<file path="src/rtl/wb_stream_writer_ctrl.sv">
// Wishbone B3 burst-read master that fetches a buffer into a local FIFO and
// replays it on a valid/ready stream port (memory-to-stream DMA playback).
module wb_stream_writer_ctrl #(
  parameter int unsigned WB_AW         = 32,
  parameter int unsigned WB_DW         = 32,
  parameter int unsigned FIFO_AW       = 6,
  parameter int unsigned MAX_BURST_LEN = 16
) (
  input  logic               wb_clk_i,
  input  logic               wb_rst_ni,
  output logic [WB_AW-1:0]   wbm_adr_o,
  output logic [WB_DW/8-1:0] wbm_sel_o,
  output logic               wbm_we_o,
  output logic               wbm_cyc_o,
  output logic               wbm_stb_o,
  output logic [2:0]         wbm_cti_o,
  output logic [1:0]         wbm_bte_o,
  input  logic [WB_DW-1:0]   wbm_dat_i,
  input  logic               wbm_ack_i,
  input  logic               wbm_err_i,
  output logic [WB_DW-1:0]   stream_data,
  output logic               stream_valid,
  input  logic               stream_ready,
  input  logic               enable,
  input  logic [WB_AW-1:0]   start_adr,
  input  logic [WB_AW-1:0]   buf_size,
  input  logic [WB_AW-1:0]   burst_size,
  output logic               busy,
  output logic               done,
  output logic               err,
  output logic [WB_DW-1:0]   tx_cnt
);

  localparam int unsigned       Depth    = 1 << FIFO_AW;
  localparam logic [WB_AW-1:0]  AdrStep  = WB_AW'(WB_DW / 8);
  localparam logic [WB_AW-1:0]  AdrMask  = ~(WB_AW'(WB_DW / 8 - 1));
  localparam logic [WB_AW-1:0]  AwOne    = WB_AW'(1);
  localparam logic [WB_AW-1:0]  MaxLen   = WB_AW'(MAX_BURST_LEN);
  localparam logic [WB_AW-1:0]  DepthAw  = WB_AW'(Depth);
  localparam logic [FIFO_AW:0]  CntOne   = (FIFO_AW + 1)'(1);
  localparam logic [FIFO_AW:0]  CntDepth = (FIFO_AW + 1)'(Depth);
  localparam logic [WB_DW-1:0]  TxOne    = WB_DW'(1);

  typedef enum logic [2:0] {
    StIdle, StWait, StBurst, StDrain, StDone, StError
  } state_e;

  state_e             r_state, w_state_d;
  logic [WB_AW-1:0]   r_adr;
  logic [WB_AW-1:0]   r_rem;
  logic [WB_AW-1:0]   r_beats;
  logic [WB_DW-1:0]   r_tx_cnt;

  logic [WB_DW-1:0]   r_mem [Depth];
  logic [FIFO_AW-1:0] r_wptr;
  logic [FIFO_AW-1:0] r_rptr;
  logic [FIFO_AW:0]   r_count;

  logic [WB_AW-1:0]   w_len;
  logic [FIFO_AW:0]   w_free;
  logic               w_push;
  logic               w_pop;

  // Burst length is also capped by FIFO depth so a small FIFO can never stall forever.
  always_comb begin
    w_len = (burst_size == '0) ? AwOne : burst_size;
    if (r_rem < w_len)   w_len = r_rem;
    if (MaxLen < w_len)  w_len = MaxLen;
    if (DepthAw < w_len) w_len = DepthAw;
  end

  assign w_free = CntDepth - r_count;
  assign w_push = (r_state == StBurst) && enable && wbm_ack_i && !wbm_err_i;
  assign w_pop  = stream_valid && stream_ready;

  always_comb begin
    w_state_d = r_state;
    case (r_state)
      StIdle: begin
        if (enable) w_state_d = (buf_size == '0) ? StDone : StWait;
      end
      StWait: begin
        if (!enable)                        w_state_d = StIdle;
        else if (WB_AW'(w_free) >= w_len)   w_state_d = StBurst;
      end
      StBurst: begin
        if (!enable)        w_state_d = StIdle;
        else if (wbm_err_i) w_state_d = StError;
        else if (wbm_ack_i && r_beats == AwOne) begin
          w_state_d = (r_rem == AwOne) ? StDrain : StWait;
        end
      end
      StDrain: begin
        if (!enable)               w_state_d = StIdle;
        else if (r_count == '0)    w_state_d = StDone;
      end
      StDone, StError: begin
        if (!enable) w_state_d = StIdle;
      end
      default: w_state_d = StIdle;
    endcase
  end

  always_ff @(posedge wb_clk_i or negedge wb_rst_ni) begin
    if (!wb_rst_ni) begin
      r_state  <= StIdle;
      r_adr    <= '0;
      r_rem    <= '0;
      r_beats  <= '0;
      r_tx_cnt <= '0;
    end else begin
      r_state <= w_state_d;
      if (r_state == StIdle && enable) begin
        r_adr <= start_adr & AdrMask;
        r_rem <= buf_size;
      end else if (w_push) begin
        r_adr <= r_adr + AdrStep;
        r_rem <= r_rem - AwOne;
      end
      if (r_state == StWait && w_state_d == StBurst) begin
        r_beats <= w_len;
      end else if (w_push) begin
        r_beats <= r_beats - AwOne;
      end
      if (r_state == StIdle && enable) begin
        r_tx_cnt <= '0;
      end else if (w_pop) begin
        r_tx_cnt <= r_tx_cnt + TxOne;
      end
    end
  end

  // Dropping enable flushes the FIFO; pushes are already gated by enable.
  always_ff @(posedge wb_clk_i or negedge wb_rst_ni) begin
    if (!wb_rst_ni) begin
      r_wptr  <= '0;
      r_rptr  <= '0;
      r_count <= '0;
    end else if (!enable) begin
      r_wptr  <= '0;
      r_rptr  <= '0;
      r_count <= '0;
    end else begin
      if (w_push) r_wptr <= r_wptr + 1'b1;
      if (w_pop)  r_rptr <= r_rptr + 1'b1;
      case ({w_push, w_pop})
        2'b10:   r_count <= r_count + CntOne;
        2'b01:   r_count <= r_count - CntOne;
        default: r_count <= r_count;
      endcase
    end
  end

  always_ff @(posedge wb_clk_i) begin
    if (w_push) r_mem[r_wptr] <= wbm_dat_i;
  end

  assign wbm_adr_o    = r_adr;
  assign wbm_sel_o    = '1;
  assign wbm_we_o     = 1'b0;
  assign wbm_bte_o    = 2'b00;
  assign wbm_cyc_o    = (r_state == StBurst);
  assign wbm_stb_o    = wbm_cyc_o;
  assign wbm_cti_o    = !wbm_cyc_o ? 3'b000 : (r_beats == AwOne) ? 3'b111 : 3'b010;

  assign stream_valid = (r_count != '0);
  assign stream_data  = r_mem[r_rptr];

  assign busy   = (r_state == StWait) || (r_state == StBurst) || (r_state == StDrain);
  assign done   = (r_state == StDone);
  assign err    = (r_state == StError);
  assign tx_cnt = r_tx_cnt;

`ifndef SYNTHESIS
  a_no_overflow: assert property (@(posedge wb_clk_i) disable iff (!wb_rst_ni)
    !(w_push && !w_pop && r_count == CntDepth));
`endif

endmodule

</file>
<file path="config.mk">
export PLATFORM = sky130hd
export DESIGN_NAME = wb_stream_writer_ctrl
export DESIGN_NICKNAME = d
export VERILOG_FILES = /design/src/rtl/wb_stream_writer_ctrl.sv
export SDC_FILE = /design/constraint.sdc
export NUM_CORES = 2
export LEC_CHECK = 0
export CAP_MARGIN = 5
export CORE_ASPECT_RATIO = 1.1
export CORE_UTILIZATION = 50
export DETAILED_ROUTE_END_ITERATION = 8
export MAX_ROUTING_LAYER = met4
export PLACE_DENSITY = 0.67
export SYNTH_ARGS = -nofsm -noshare
export SYNTH_HDL_FRONTEND = slang
export SYNTH_SLANG_ARGS = --single-unit
</file>
<file path="constraint.sdc">
create_clock -name wb_clk_i -period 5 [get_ports wb_clk_i]
set_input_delay 1 -clock wb_clk_i [delete_from_list [all_inputs] [get_ports wb_clk_i]]
set_output_delay 1 -clock wb_clk_i [all_outputs]
set_load 0.01 [all_outputs]
</file>
# Word-level counts from Yosys, hierarchy flattened
# Memory sizes are Yosys's and may differ from the RTL's.
# Index checks and enable logic that the tools add are counted.
dict set report word_totals {
  register_bits 150
  latch_bits 0
  ram_bits 2048
  romBits 0
  in_bits 134
  output_inout_bits 112
  elab_cells 88
  n_memories 1
}
dict set report op_classes {
  add_sub_neg 9
  mul 0
  n_div 0
  order_cmp 4
  eq_ne 13
  shifts 0
  mux 34
  bitwise_logic 0
  reduce_logical 19
}
# name depth word_bits rd rd_ports_with_merged_regs wr line
set memory_table {}
lappend memory_table {r_mem 64 32 1 0 1 54} ;# logic [WB_DW-1:0] r_mem [Depth];
# op n
set op_table {}
lappend op_table {{two-way mux 32 bit} 12}
lappend op_table {{== test 32 x 1 -> 1 bit (second input constant)} 2}
lappend op_table {{logical NOT 32 bit} 2}
lappend op_table {{subtractor 32 x 1 -> 32 bit (second input constant)} 2}
lappend op_table {{two-way mux 3 bit} 12}
lappend op_table {{adder 32 x 1 -> 32 bit (second input constant)} 1}
lappend op_table {{adder 32 x 3 -> 32 bit (second input constant)} 1}
lappend op_table {{greater-or-equal comparator 7 x 32 -> 1 bit} 1}
lappend op_table {{less-than comparator 32 bit} 1}
lappend op_table {{less-than comparator 5 x 32 -> 1 bit (first input constant)} 1}
lappend op_table {{less-than comparator 7 x 32 -> 1 bit (first input constant)} 1}
lappend op_table {{two-way mux 6 bit} 4}
lappend op_table {{one-hot mux 3 bit (5 select lines)} 1}
lappend op_table {{one-hot mux 7 bit (2 select lines)} 1}
lappend op_table {{adder 6 x 1 -> 6 bit (second input constant)} 2}
lappend op_table {{== test 3 x 2 -> 1 bit (second input constant)} 3}
lappend op_table {{adder 7 x 1 -> 7 bit (second input constant)} 1}
lappend op_table {{logical AND 1 bit} 7}
lappend op_table {{logical NOT 7 bit} 1}
lappend op_table {{two-way mux 7 bit} 1}
lappend op_table {{nonzero test 7 bit} 1}
lappend op_table {{subtractor 7 x 1 -> 7 bit (second input constant)} 1}
lappend op_table {{subtractor 7 bit (first input constant)} 1}
lappend op_table {{== test 3 bit (second input constant)} 2}
lappend op_table {{other kinds (12)} 17}

# Depth between registers and ports, before layout
dict set report depth {
  word_depth 15
  depth_mapped 19
  ltp_nobuf 17
}

# Least setup slack after synthesis
# No wires, ideal clock.
dict set report synth_path {
  kind {input to register}
  startpoint {input port burst_size[30]}
  endpoint {register r_beats[10]}
  setup_time_ns 0.132
  arrival_time_ns 4.211
  t_required_ns 4.868
  slack_ns 0.658
  path_stages 19
  path_buffers 3
  cell_sequence {inv_1 -> ha_1 -> nand4_1 -> nor4_1 -> o2111ai_1 -> a21oi_1 -> nor3_4 -> buf_2 -> nand3_1 -> o21ai_1 -> ha_1 -> nand2b_1 -> a31oi_1 -> o21ai_1 -> a31oi_1 -> nor3_1 -> clkbuf_1 -> clkbuf_1 -> nor2_1}
}
dict set report synth_via {
  elab_chain_len 15
  elab_cells_between_ends 16
  cone_classes {order compare (4); eq/ne (1); mux (8); reduce/logical (3)}
}
# item line
set synth_rtl {}
lappend synth_rtl {{start: declaration} 27} ;# input logic [WB_AW-1:0] burst_size,
lappend synth_rtl {{logical NOT 32 bit} 66} ;# w_len = (burst_size == '0) ? AwOne : burst_size;
lappend synth_rtl {{two-way mux 32 bit (*)} 66}
lappend synth_rtl {{less-than comparator 32 bit} 67} ;# if (r_rem < w_len) w_len = r_rem;
lappend synth_rtl {{two-way mux 32 bit (*)} 67}
lappend synth_rtl {{less-than comparator 5 x 32 -> 1 bit} 68} ;# if (MaxLen < w_len) w_len = MaxLen;
lappend synth_rtl {{two-way mux 32 bit (*)} 68}
lappend synth_rtl {{less-than comparator 7 x 32 -> 1 bit} 69} ;# if (DepthAw < w_len) w_len = DepthAw;
lappend synth_rtl {{two-way mux 32 bit (*)} 69}
lappend synth_rtl {{greater-or-equal comparator 7 x 32 -> 1 bit} 84} ;# else if (WB_AW'(w_free) >= w_len) w_state_d = StBurst;
lappend synth_rtl {{two-way mux 3 bit} 84}
lappend synth_rtl {{two-way mux 3 bit} 83} ;# if (!enable) w_state_d = StIdle;
lappend synth_rtl {{one-hot mux 3 bit (5 select lines)} 78} ;# case (r_state)
lappend synth_rtl {{== test 3 x 2 -> 1 bit} 120} ;# if (r_state == StWait && w_state_d == StBurst) begin
lappend synth_rtl {{logical AND 1 bit} 120}
lappend synth_rtl {{two-way mux 32 bit or nonzero test 2 bit (tied branches)} --}
lappend synth_rtl {{end signal: assignment} 121} ;# r_beats <= w_len;
lappend synth_rtl {{end signal: assignment} 123} ;# r_beats <= r_beats - AwOne;
lappend synth_rtl {{end: declaration} 51} ;# logic [WB_AW-1:0] r_beats;
# Mark *: on every way between the ends. The rest lies on a longest branch, timed or not.
# A chain may end at the register's enable or synchronous reset.

# Worst setup path after layout
dict set report layout_path {
  startpoint {register r_rptr[0]}
  endpoint {output port stream_data[29]}
}
dict set report layout_via {
  elab_chain_len 1
}
# item line
set layout_rtl {}
lappend layout_rtl {{start: declaration} 56} ;# logic [FIFO_AW-1:0] r_rptr;
lappend layout_rtl {{start signal: assignment} 145} ;# if (w_pop) r_rptr <= r_rptr + 1'b1;
lappend layout_rtl {{memory read (64 x 32 bit)} --}
lappend layout_rtl {{end: declaration} 21} ;# output logic [WB_DW-1:0] stream_data,
# Every way passes these cells.

==> impl_metrics.py <==
metrics = {
    "critical_path": {
        "worst_setup_path_start_kind": "register",
        "cp-end-kind": "output pin",
        "rr_startpoint": "r_rem[16]",
        "worstPathRequired_ns": 4.00,
        "worst-path-stages": 7,
        "timing.rr.end": "r_beats[7]",
        "critPathTopFamily": "multiplexers",
        "r2r_slack_ns": 0.73,
        "cp-startpoint": "r_rptr[0]",
        "worstPathCellList": "buf_4 > buf_4 > bufbuf_16 > mux4_2 > mux4_2 > mux4_2 > clkdlybuf4s15_1",
        "slowest_delay_ns": 0.56,
        "reg2regPathDepth": 15,
        "cp.arrival_ns": 3.96,
        "cp_max_fo": 13,
        "path_class": "reg -> out",
        "crit_top_cell": "mux4_2",
        "crit_buf_inv": 4,
        "slowest_stage": "mux4_2",
        "critPathCapture": "stream_data[29]",
    },
    "floorplanning": {
        "ios": 246,
        "num_rows": 160,
        "coreArea_um2": 173000,
        "initial_core_util": 0.504,
        "die_h_um": 439,
        "die_w_um": 400,
        "dieArea_um2": 176000,
    },
    "timing": {
        "rsz0062_at_grt": "false",
        "max_freq_mhz": 202,
        "setup_ws_ns": 0.0414,
        "setup_viol": 0,
        "max_slew_margin": 0.147,
        "finalWorstPathRequiredPeriod_ns": 4.96,
        "min_period_over_period": 0.992,
        "hold_violations": 0,
        "worstMarginPinSlew_ns": 1.28,
        "clock_skew_ns": 0.0532,
        "slew_viol_final": 0,
    },
    "routing": {
        "route.vias.total": 44300,
        "drt_wl_total_um": 230000,
        "vias_per_cell": 6.36,
        "first_iter_violations": 5499,
        "ant_nets": 0,
        "wl_per_cell_um": 33.0,
        "firstDrtPassIters": 8,
        "drc": 0,
    },
    "finish": {
        "final_nets": 4699,
        "drive_above_1_share": 0.283,
        "fin_cells": 6965,
        "area_growth_pct": 16.3,
        "final_util": 0.586,
    },
    "global_route": {
        "grt_use_total": 0.272,
        "overflow": 0,
        "grt_max_degree": 108,
        "grt_pass1_vias": 43700,
        "antenna_found_initial": 24,
        "grt_pass1_wl_um": 324000,
    },
    "logic_synthesis": {
        "synth_area_um2": 87000,
        "avgSynthCellArea_um2": 21.5,
        "synth-async-reset-ratio": 0.0674,
        "ys_seq_area_frac": 0.749,
        "synth_edf_count": 2048,
        "synth_cell_types": 78,
        "ys_ff_latch": 2196,
        "ys.flop_type": "edfxtp_1",
        "synth_warnings": 0,
        "postSynthCellCount": 4040,
    },
    "clocking": {
        "htreeDepth": 4,
        "cts_tree": "built",
        "numCtsBuffers": 208,
        "clock_latency_ns": 0.88,
        "cts.sinks": 2196,
        "ctsHoldBuffers": 0,
        "root_buffer": "clkbuf_16",
        "clk_pin_slew_ns": 0.07,
        "clockBufferDepth": 3,
    },
    "place": {
        "dpl.cell_count": 6541,
        "numPortBuffers": 234,
        "dp.final_hpwl_um": 134000,
        "dp_slack_ns": 0.0311,
        "place_congestion": 0.853,
    },
    "power_and_ir_drop": {
        "power_uw": 44600,
        "leakagePower_uw": 0.0317,
        "vdd_drop_max_uv": 359,
        "p_per_area_nw_per_um2": 441,
    },
    "outcome": {
        "outcome": "finished, final reports clean",
    },
    "min_path": {
        "hold_class": "in -> async",
    },
    "flow_run": {
        "max_cap_viol_count": 0,
    },
}
[per-layer routing]
layer  GRT usage  share of wire
met1       0.358           0.38
met2       0.432           0.50
met3      0.0508          0.088
met4      0.0830          0.034
met5           -              0
[kinds of logic (layout without fill, tap and decap cells)]
group           after synthesis  in the layout  synth area share
fa+ha+maj                    53             53           0.00771
buf+inv                     277            912            0.0132
other cells                   2             24         0.0000863
simple gates                532            532            0.0304
mux                         674            674             0.174
xor+xnor                     78             78           0.00785
flops                      2196           2196             0.749
compound gates              228            228            0.0170
[area by class of cell]
cell class	count	area (µm²)
diodes	13	32.5
clock inverters	121	1110
flip-flops and latches	2196	65200
multi-input cells	1576	21200
repair buffers	469	5060
inverters	61	229
clock buffers	261	5550
well taps	2268	2840
fillers	12200	71600
[power by group]
| group | leakage, µW | switching, µW | internal [µW] |
|---|---|---|---|
| registers | 0.0203 | 552 | 20400 |
| logic | 0.00818 | 3970 | 4180 |
| clock network | 0.00323 | 6850 | 8600 |
| total | 0.0317 | 11400 | 33200 |
[synthesized netlist by cell type (all sizes together) (45+ instances only)]
cell / number / share of area
a21oi: 52 / 0.0031
buf: 84 / 0.0049
clkbuf: 132 / 0.0057
dfrtp: 148 / 0.043
edfxtp: 2048 / 0.71
ha: 52 / 0.0075
inv: 61 / 0.0026
mux4: 672 / 0.17
nand2: 121 / 0.0053
nand3: 45 / 0.0026
nor2: 166 / 0.0072
o21ai: 68 / 0.0039
[worst min-delay path by stage]
| stage | to | slack [ns] | from |
|---|---|---|---|
| final | tx_cnt[0] | 0.21 | wb_rst_ni |
| after global routing | tx_cnt[0] | 0.26 | wb_rst_ni |
| after CTS | tx_cnt[0] | 0.21 | wb_rst_ni |
| after detailed placement | r_beats[6] | 0.51 | r_beats[6] |
| after global placement | r_beats[6] | 0.50 | r_beats[6] |
| after floorplan | r_beats[6] | 0.46 | r_beats[6] |
[metrics by stage]
step	area (µm²)	TNS, ns	hold slack (ns)
2_1_floorplan	87000	0	0.465
3_3_place_gp	93800	0	0.503
3_5_place_dp	93800	0	0.510
4_1_cts	101000	-0.103	0.212
5_1_grt	101000	0	0.264
6_report	101000	0	0.213
[sequential cells by signal, summed over array words and instances (netlist names)]
name       cells
r_beats       32
wbm_adr_o     30
r_mem       2048
r_wptr         6
r_count        7
tx_cnt        32
r_rem         32
r_state        3
r_rptr         6
[what timing repair did]
action,in CTS,in global routing
endpoints found under the setup margin,32,9
cloned,13,2
resized for setup,75,7
buffers inserted,11,2
[cell usage in the layout (no fill, tap or decap), types with 12 or more instances in the layout]
| cell type | netlist | final |
|---|---|---|
| dlygate4sd2_1 | 0 | 23 |
| and2_1 | 12 | 12 |
| xnor2_1 | 39 | 39 |
| dfrtp_1 | 148 | 142 |
| o311ai_1 | 12 | 12 |
| a31oi_1 | 15 | 15 |
| inv_1 | 61 | 61 |
| xor2_1 | 39 | 39 |
| ha_1 | 52 | 52 |
| nor2_4 | 0 | 64 |
| or3_1 | 25 | 25 |
| buf_16 | 0 | 22 |
| o211ai_1 | 18 | 18 |
| nor3_1 | 32 | 30 |
| clkbuf_16 | 0 | 216 |
| bufinv_16 | 0 | 14 |
| nor2_1 | 165 | 101 |
| buf_4 | 12 | 162 |
| o21ai_1 | 33 | 33 |
| nor4_1 | 28 | 28 |
| a21oi_1 | 51 | 51 |
| clkbuf_1 | 132 | 45 |
| buf_2 | 50 | 33 |
| clkinv_1 | 0 | 51 |
| buf_12 | 0 | 40 |
| o21ai_0 | 35 | 35 |
| mux4_2 | 672 | 672 |
| nand2_1 | 119 | 119 |
| diode_2 | 0 | 13 |
| clkdlybuf4s50_1 | 0 | 169 |
| nand4_1 | 26 | 26 |
| edfxtp_1 | 2048 | 2048 |
| clkinv_2 | 0 | 33 |
| nand3_1 | 45 | 45 |
Note: power is estimated with default switching activity, not from simulation.
